==> src/rtl/mem_arbiter_pkg.sv <==
// Shared types and helpers for the cobra bus: arbiter states, default widths
// and the Z80 strobe decode used to recognise a real memory cycle.
package cobra_bus_pkg;

  localparam int ADDR_W = 16;
  localparam int DATA_W = 8;

  typedef enum logic [2:0] {
    IDLE,
    CPU_ISSUE,
    CPU_DONE,
    VID_ISSUE,
    VID_DONE
  } arb_state_t;

  // Refresh cycles also pull mreq_n low, so rfsh_n must be high for a real access
  function automatic logic is_mem_access(input logic mreq_n, input logic rfsh_n,
                                         input logic rd_n, input logic wr_n);
    return !mreq_n && rfsh_n && (!rd_n || !wr_n);
  endfunction

endpackage

==> src/rtl/mem_arbiter_if.sv <==
// Port bundle between the arbiter and the single-ported memory.
// The arbiter drives address, write data and strobes; memory returns read data.
interface mem_arbiter_if #(
  parameter int ADDR_W = cobra_bus_pkg::ADDR_W,
  parameter int DATA_W = cobra_bus_pkg::DATA_W
);

  logic [ADDR_W-1:0] addr;
  logic [DATA_W-1:0] din;
  logic [DATA_W-1:0] dout;
  logic              rd;
  logic              wr;

  modport master (
    output addr,
    output din,
    output rd,
    output wr,
    input  dout
  );

  modport slave (
    input  addr,
    input  din,
    input  rd,
    input  wr,
    output dout
  );

endinterface

==> src/rtl/mem_arbiter.sv <==
// Shares one memory between the Z80 bus and the video fetcher, one access every
// two cycles; video wins ties until it has starved a waiting CPU VID_BURST times.
module mem_arbiter #(
  parameter int ADDR_W    = cobra_bus_pkg::ADDR_W,
  parameter int DATA_W    = cobra_bus_pkg::DATA_W,
  parameter int VID_BURST = 4
) (
  input  logic              clk,
  input  logic              reset_n,
  input  logic [ADDR_W-1:0] cpu_addr,
  input  logic [DATA_W-1:0] cpu_dout,
  input  logic              cpu_mreq_n,
  input  logic              cpu_rd_n,
  input  logic              cpu_wr_n,
  input  logic              cpu_rfsh_n,
  output logic              cpu_wait_n,
  output logic [DATA_W-1:0] cpu_di,
  input  logic              vid_req,
  input  logic [ADDR_W-1:0] vid_addr,
  output logic              vid_ack,
  output logic              vid_valid,
  output logic [DATA_W-1:0] vid_data,
  mem_arbiter_if.master     mem
);

  import cobra_bus_pkg::*;

  localparam logic [3:0] BURST_LIM = 4'(VID_BURST);

  arb_state_t state;
  logic       served;
  logic       cpu_is_wr;
  logic [3:0] streak;
  logic       cpu_req;
  logic       cpu_pending;
  logic       arb_point;
  logic       vid_win;
  logic       cpu_win;

  assign cpu_req    = is_mem_access(cpu_mreq_n, cpu_rfsh_n, cpu_rd_n, cpu_wr_n) && !served;
  assign cpu_wait_n = !reset_n || !cpu_req;

  // The request being completed in CPU_DONE must not win the arbitration again
  assign cpu_pending = cpu_req && (state != CPU_DONE);
  assign arb_point   = (state == IDLE) || (state == CPU_DONE) || (state == VID_DONE);
  assign vid_win     = vid_req && !(cpu_pending && (streak == BURST_LIM));
  assign cpu_win     = cpu_pending && !vid_win;

  // Single FSM: strobes, acks and capture registers are all decoded into flops here
  always_ff @(posedge clk or negedge reset_n) begin
    if (!reset_n) begin
      state     <= IDLE;
      streak    <= '0;
      served    <= 1'b0;
      cpu_is_wr <= 1'b0;
      cpu_di    <= '0;
      vid_ack   <= 1'b0;
      vid_valid <= 1'b0;
      vid_data  <= '0;
      mem.addr  <= '0;
      mem.din   <= '0;
      mem.rd    <= 1'b0;
      mem.wr    <= 1'b0;
    end else begin
      mem.rd    <= 1'b0;
      mem.wr    <= 1'b0;
      vid_ack   <= 1'b0;
      vid_valid <= 1'b0;

      if (state == CPU_DONE) begin
        served <= 1'b1;
      end else if (cpu_mreq_n) begin
        served <= 1'b0;
      end

      if (!cpu_req) begin
        streak <= '0;
      end

      case (state)
        CPU_ISSUE: state <= CPU_DONE;
        VID_ISSUE: state <= VID_DONE;
        CPU_DONE: begin
          if (!cpu_is_wr) begin
            cpu_di <= mem.dout;
          end
        end
        VID_DONE: begin
          vid_data  <= mem.dout;
          vid_valid <= 1'b1;
        end
        default: ;
      endcase

      // A grant here overrides the ISSUE->DONE step and the streak clear above
      if (arb_point) begin
        if (vid_win) begin
          state    <= VID_ISSUE;
          mem.addr <= vid_addr;
          mem.rd   <= 1'b1;
          vid_ack  <= 1'b1;
          if (cpu_pending && (streak != BURST_LIM)) begin
            streak <= streak + 4'd1;
          end
        end else if (cpu_win) begin
          state     <= CPU_ISSUE;
          mem.addr  <= cpu_addr;
          cpu_is_wr <= !cpu_wr_n;
          streak    <= '0;
          if (!cpu_wr_n) begin
            mem.wr  <= 1'b1;
            mem.din <= cpu_dout;
          end else begin
            mem.rd  <= 1'b1;
          end
        end else begin
          state <= IDLE;
        end
      end
    end
  end

endmodule

==> src/flat_wrapper.sv <==
// flat-port wrapper written by rule: the top's interface ports become plain ports
module mem_arbiter_flat import cobra_bus_pkg::*;
#(
  parameter int ADDR_W    = cobra_bus_pkg::ADDR_W,
  parameter int DATA_W    = cobra_bus_pkg::DATA_W,
  parameter int VID_BURST = 4
)
  (clk, reset_n, cpu_addr, cpu_dout, cpu_mreq_n, cpu_rd_n, cpu_wr_n, cpu_rfsh_n, cpu_wait_n, cpu_di, vid_req, vid_addr, vid_ack, vid_valid, vid_data, mem_addr, mem_din, mem_rd, mem_wr, mem_dout);
  mem_arbiter_if #(.ADDR_W(ADDR_W), .DATA_W(DATA_W)) mem_i ();
  input  logic clk;
  input  logic reset_n;
  input  logic [ADDR_W-1:0] cpu_addr;
  input  logic [DATA_W-1:0] cpu_dout;
  input  logic cpu_mreq_n;
  input  logic cpu_rd_n;
  input  logic cpu_wr_n;
  input  logic cpu_rfsh_n;
  output logic cpu_wait_n;
  output logic [DATA_W-1:0] cpu_di;
  input  logic vid_req;
  input  logic [ADDR_W-1:0] vid_addr;
  output logic vid_ack;
  output logic vid_valid;
  output logic [DATA_W-1:0] vid_data;
  output wire logic [$bits(mem_i.addr)-1:0] mem_addr;
  output wire logic [$bits(mem_i.din)-1:0] mem_din;
  output wire logic [$bits(mem_i.rd)-1:0] mem_rd;
  output wire logic [$bits(mem_i.wr)-1:0] mem_wr;
  input wire logic [$bits(mem_i.dout)-1:0] mem_dout;
  assign mem_addr = mem_i.addr;
  assign mem_din = mem_i.din;
  assign mem_rd = mem_i.rd;
  assign mem_wr = mem_i.wr;
  assign mem_i.dout = mem_dout;
  mem_arbiter #(.ADDR_W(ADDR_W), .DATA_W(DATA_W), .VID_BURST(VID_BURST)) u_core (.clk(clk), .reset_n(reset_n), .cpu_addr(cpu_addr), .cpu_dout(cpu_dout), .cpu_mreq_n(cpu_mreq_n), .cpu_rd_n(cpu_rd_n), .cpu_wr_n(cpu_wr_n), .cpu_rfsh_n(cpu_rfsh_n), .cpu_wait_n(cpu_wait_n), .cpu_di(cpu_di), .vid_req(vid_req), .vid_addr(vid_addr), .vid_ack(vid_ack), .vid_valid(vid_valid), .vid_data(vid_data), .mem(mem_i));
endmodule
==> config.mk <==
export PLATFORM = sky130hd
export DESIGN_NAME = mem_arbiter_flat
export DESIGN_NICKNAME = d
export VERILOG_FILES = /design/src/rtl/mem_arbiter_pkg.sv /design/src/rtl/mem_arbiter_if.sv /design/src/rtl/mem_arbiter.sv /design/src/flat_wrapper.sv
export SDC_FILE = /design/constraint.sdc
export NUM_CORES = 1
export LEC_CHECK = 0
export BUFFER_PORTS_ARGS = -buffer_cell sky130_fd_sc_hd__buf_2
export CAP_MARGIN = 20
export CORE_MARGIN = 3
export CORE_UTILIZATION = 47
export DETAILED_ROUTE_END_ITERATION = 8
export PLACE_DENSITY = 0.8
export SLEW_MARGIN = 20
export SYNTH_ARGS = -nofsm -noshare
export SYNTH_HDL_FRONTEND = slang
export SYNTH_SLANG_ARGS = --single-unit
==> constraint.sdc <==
create_clock -name clk -period 2.53 [get_ports clk]
set_input_delay 0.1265 -clock clk [delete_from_list [all_inputs] [get_ports clk]]
set_output_delay 0.1265 -clock clk [all_outputs]
set_load 0.1 [all_outputs]
## After elaboration in Yosys (flattened, before gate mapping)

Cells that the tools add are included.
W data, S select, Z words.

| storage, ports and cells | value |
|---|---|
| bits in registers | 53 |
| input bits | 55 |
| logic and storage cells | 75 |

| cells by class | value |
|---|---|
| add/subtract/negate cells | 1 |
| equal/unequal tests | 7 |
| muxes and demuxes | 24 |
| bitwise logic cells | 3 |
| reductions and logical operators | 28 |

Operators by type and width:

| kind | count |
|---|---|
| $mux W16 | 2 |
| $mux W4 | 5 |
| $mux W1 | 14 |
| $logic_and A1 B1 Y1 | 8 |
| $logic_not A1 Y1 | 8 |
| $eq A3 B2 Y1 const B | 2 |
| $mux W3 | 2 |
| $pmux W3 S2 | 1 |
| $add A4 B1 Y4 const B | 1 |
| $eq A4 B3 Y1 const B | 1 |
| $logic_or A1 B1 Y1 | 4 |
| $ne A4 B3 Y1 const B | 1 |
| $reduce_and A2 Y1 | 2 |
| $reduce_and A4 Y1 | 1 |
| $reduce_bool A2 Y1 | 2 |
| $eq A3 B1 Y1 const B | 1 |
| $eq A3 B3 Y1 const B | 1 |
| $logic_not A3 Y1 | 1 |
| $ne A3 B2 Y1 const B | 1 |
| $not A1 Y1 | 3 |
| $reduce_and A3 Y1 | 1 |
| $reduce_bool A3 Y1 | 1 |

## Depth between registers and ports, before layout

| logic depth | value |
|---|---|
| depth after elaboration | 13 |
| depth in mapped cells | 8 |
| mapped depth without buffers | 6 |

## Least setup slack after synthesis

Ideal clock, no wire load.

| path | value |
|---|---|
| kind | reg-to-reg |
| start point | register u_core.served |
| end point | register u_core.mem.din[1] |
| arrival time | 1.770 ns |
| data required time | 2.405 ns |
| setup slack | 0.634 ns |
| cell stages (with the launch flop) | 6 |
| buffers on the path | 1 |
| cells stage by stage | dfrtp_1 -> or3b_4 -> or2_1 -> nor4b_2 -> buf_4 -> mux2_2 |

| on the way | value |
|---|---|
| word-level cells in the longest chain between the ends | 9 |
| elaborated cells between the ends (all ways) | 10 |
| classes of those cells | 1 x bitwise; 9 x reduce/logical |

Ends and longest elaborated chain:

| what | line | RTL |
|---|---|---|
| from (decl) | mem_arbiter.sv:31 | `logic served;` |
| from (signal assigned) | mem_arbiter.sv:54 | `served <= 1'b0;` |
| from (signal assigned) | mem_arbiter.sv:71 | `served <= 1'b1;` |
| from (signal assigned) | mem_arbiter.sv:73 | `served <= 1'b0;` |
| $logic_not A1 Y1 (*) | mem_arbiter.sv:40 | `assign cpu_req = is_mem_access(cpu_mreq_n, cpu_rfsh_n, cpu_rd_n, cpu_wr_n) && !served;` |
| $logic_and A1 B1 Y1 (*) | mem_arbiter.sv:40 |  |
| $logic_and A1 B1 Y1 (*) | mem_arbiter.sv:44 | `assign cpu_pending = cpu_req && (state != CPU_DONE);` |
| $logic_and A1 B1 Y1 | mem_arbiter.sv:46 | `assign vid_win = vid_req && !(cpu_pending && (streak == BURST_LIM));` |
| $logic_not A1 Y1 | mem_arbiter.sv:46 |  |
| $logic_and A1 B1 Y1 | mem_arbiter.sv:46 |  |
| $logic_not A1 Y1 | mem_arbiter.sv:47 | `assign cpu_win = cpu_pending && !vid_win;` |
| $logic_and A1 B1 Y1 | mem_arbiter.sv:47 |  |
| $reduce_and A4 Y1 (no source line) (*) | n/a |  |
| to (signal assigned) | mem_arbiter.sv:112 | `mem.din <= cpu_dout;` |
| to (decl) | mem_arbiter_if.sv:16 | `output din,` |

Every way passes the cells marked *; elsewhere a longest branch is shown, timed or not.
A chain may end at the register's enable or synchronous reset.

## Worst setup path after layout

| path | value |
|---|---|
| start point | register u_core.served |
| end point | register u_core.mem.din[5] |

Same word-level chain as after synthesis.

==> impl_results.rst <==
.. list-table::
   :header-rows: 1

   * - Metric
     - Value
   * - Via count of the routed design
     - 1,759
   * - Yosys warning count
     - 0
   * - Fraction of the yosys area taken by sequential cells
     - 57.2%
   * - WL per Instance
     - 13.3 um
   * - Critical path startpoint category
     - flip-flop
   * - Proportion of layout cells with a drive suffix above 1
     - 49.8%
   * - Achievable frequency
     - 0.488 GHz
   * - Pin count of the biggest net entering global routing
     - 54
   * - Transition time at the pin with the least slew margin
     - 0.688 ns
   * - Layout Area Growth over Synthesis
     - 29.2%
   * - Sink count of the clock tree
     - 53
   * - TritonCTS Buffers
     - 5
   * - Setup slack after layout
     - 0.481 ns
   * - I/O pin cnt
     - 100
   * - Share of the cycle needed by the critical path after routing
     - 81.0%
   * - Total negative setup slack
     - 0 ns
   * - Wire length reported by the detailed router
     - 4730 um
   * - Core occupancy in the finished layout
     - 65.7%
   * - Worst Hold Launch
     - cpu_mreq_n
   * - Final count of pins violating max slew
     - 0
   * - Instance area after placement
     - 2890 um2
   * - Final Critical Period
     - 2.05 ns
   * - Startpoint of the worst register-to-register path
     - u_core.served
   * - Total GRT Usage
     - 17.3%
   * - Number of max-cap violations
     - 0
   * - First-iteration detailed-routing DRC count
     - 63
   * - Endpoint required time on the critical path
     - 2.72 ns
   * - Worst setup slack after placement
     - 0.488 ns
   * - Global placer's final weighted congestion
     - 0.826
   * - Post-CTS resize count
     - 0
   * - Total number of placement rows
     - 24
   * - Worst setup startpoint
     - u_core.served
   * - Total of endpoints with negative setup slack in the final report
     - 0
   * - Cells after Synth
     - 187
   * - H-tree depth reported by CTS
     - 2
   * - Initial cell density of the core
     - 50.8%
   * - Clock Latency Late Sink
     - 0.30 ns
   * - Antenna violations before repair
     - 0
   * - Run status
     - finished clean
   * - Clock root buffer
     - clkbuf_8
   * - Hold crit path type
     - input pin to flip-flop
   * - Mean post-synth cell area
     - 12.4 um2
   * - CTS tree
     - yes
   * - Setup repair after global routing missed its margin
     - false
   * - Buffer levels on the longest clock path
     - 2
   * - Clk_skew
     - 0.00645 ns
   * - First-pass GRT wire length
     - 8280 um
   * - Port-buffer cells
     - 99
   * - Total congestion overflow
     - 0
   * - Die area
     - 5810 um2
   * - Ant diodes
     - 0
   * - Count of antenna-violating nets left after detailed routing
     - 0
   * - Number of nets in the finished design
     - 347
   * - DPL Wire Length
     - 3600 um
   * - Worst-path fanout max
     - 10
   * - Endpoint class of the critical path
     - flip-flop
   * - #FFs+latches synth
     - 53
   * - Post-synthesis cell area
     - 2320 um2
   * - Critical Path AT
     - 2.24 ns
   * - Clock-pin slew on the worst setup and hold paths
     - 0.09 ns
   * - Height of the chip
     - 76.3 um
   * - First-pass DRT Iterations
     - 4
   * - Via count of the first global-routing pass
     - 1,788
   * - DRC violation count after routing
     - 0
   * - Final Hold Vio Count
     - 0
   * - Net count of the mapped netlist
     - 244
   * - Synth cell types
     - 32
   * - Headroom to the max-slew limit
     - 54.0%
   * - Critical path type
     - flip-flop to flip-flop
   * - Number of setup buffers added after CTS
     - 0
   * - Placeable Area
     - 4560 um2
   * - Final instance area
     - 3000 um2
   * - Via density per instance
     - 4.94
   * - Die width
     - 76.3 um
==> state kept, by name, summed over array words and instances, names as in the netlist, 3 cells and up <==
signal	cells
u_core.cpu_di	8
u_core.mem.addr	16
u_core.vid_data	8
u_core.streak	4
u_core.mem.din	8
u_core.state	3
==> cell families (layout without fill, tap and decap cells) <==
logic type,Yosys count,after routing,share of synthesized area (%)
and+or+nand+nor,49,49,10.7
DFF,53,53,57.2
AOI/OAI and AO/OA,30,30,9.06
adders and majority gates,2,2,1.08
buffers and inverters,13,117,3.45
muxes,40,40,18.6
==> timing repair <==
item	4_1_cts	5_1_grt
endpoints found under the setup margin	0	0
hold endpoints to repair	53	0
hold buffers	1	0
==> placed cells by master, fill, tap and decap left out, drive strengths merged, types with 3 or more instances in the layout <==
master,Yosys,routed
nor2,24,24
buf,6,104
inv,4,4
clkbuf,3,6
nand2,5,5
mux2i,16,16
and2,3,3
a21oi,21,21
mux2,24,24
nand2b,3,3
dfrtp,53,53
==> synthesized netlist by cell type <==
library cell / instances / area share (%)
a21o_1: 2 / 0.65
a21oi_1: 14 / 3.0
a21oi_2: 7 / 2.6
a2bb2oi_1: 1 / 0.38
a31oi_1: 2 / 0.54
and2_1: 3 / 0.81
buf_12: 1 / 0.86
buf_2: 3 / 0.65
buf_4: 1 / 0.32
buf_6: 1 / 0.49
clkbuf_1: 3 / 0.49
dfrtp_1: 53 / 57
ha_1: 2 / 1.1
inv_1: 4 / 0.65
mux2_1: 2 / 0.97
mux2_2: 22 / 11
mux2i_1: 16 / 6.9
nand2_1: 5 / 0.81
nand2b_1: 3 / 0.81
nand3_1: 2 / 0.43
nand3b_1: 1 / 0.32
nand4_1: 2 / 0.54
nor2_1: 24 / 3.9
nor3_1: 2 / 0.43
nor3b_1: 1 / 0.32
nor4b_2: 1 / 0.65
o21ai_0: 2 / 0.43
o32ai_2: 1 / 0.70
o41ai_2: 1 / 0.70
or2_1: 2 / 0.54
or3b_4: 1 / 0.49
or4_1: 2 / 0.65
==> critical path, cell delays in order, from the launching register on <==
cell	delay [ns]
dfrtp_1	0.39
or3b_4	0.44
or2_1	0.30
nor4b_2	0.23
buf_4	0.22
mux2_2	0.35
==> path summary, 6_finish.rpt <==
check	end	cells after the start	slack (ns)
max reg2reg	u_core.mem.din[5]	5	0.48
min in group asynchronous	u_core.cpu_di[1]	3	0.49
max in group asynchronous	u_core.mem.din[0]	3	1.61
min reg2reg	u_core.mem.din[0]	1	0.50
max	u_core.mem.din[5]	5	0.48
min	u_core.served	2	0.02
==> per-layer routing <==
layer / track usage (%) / vias up / routed length [um]
li1: - / 860 / -
met1: 21.6 / 819 / 2050
met2: 29.0 / 78 / 2250
met3: 5.67 / 2 / 398
met4: 4.35 / 0 / 28
met5: 0 / - / 0
==> metrics by stage <==
step	hold WS, ns	std cells
3_3_place_gp	0.303	347
6_report	0.0223	356
5_1_grt	0.0282	356
3_5_place_dp	0.305	347
4_1_cts	0.0146	356
2_1_floorplan	-0.169	187
==> final cells by class <==
cell class	instances	area (um2)
clock inverter	2	13.8
clock buffer	6	82.6
timing repair buffer	105	543
fill	382	1570
tap	65	81.3
multi-input combinational	121	936
inverter	4	15.0
sequential	53	1330
Power is left out: the tool's default activity adds up to more than one toggle a clock period on the data nets, which glitch-free logic cannot reach.
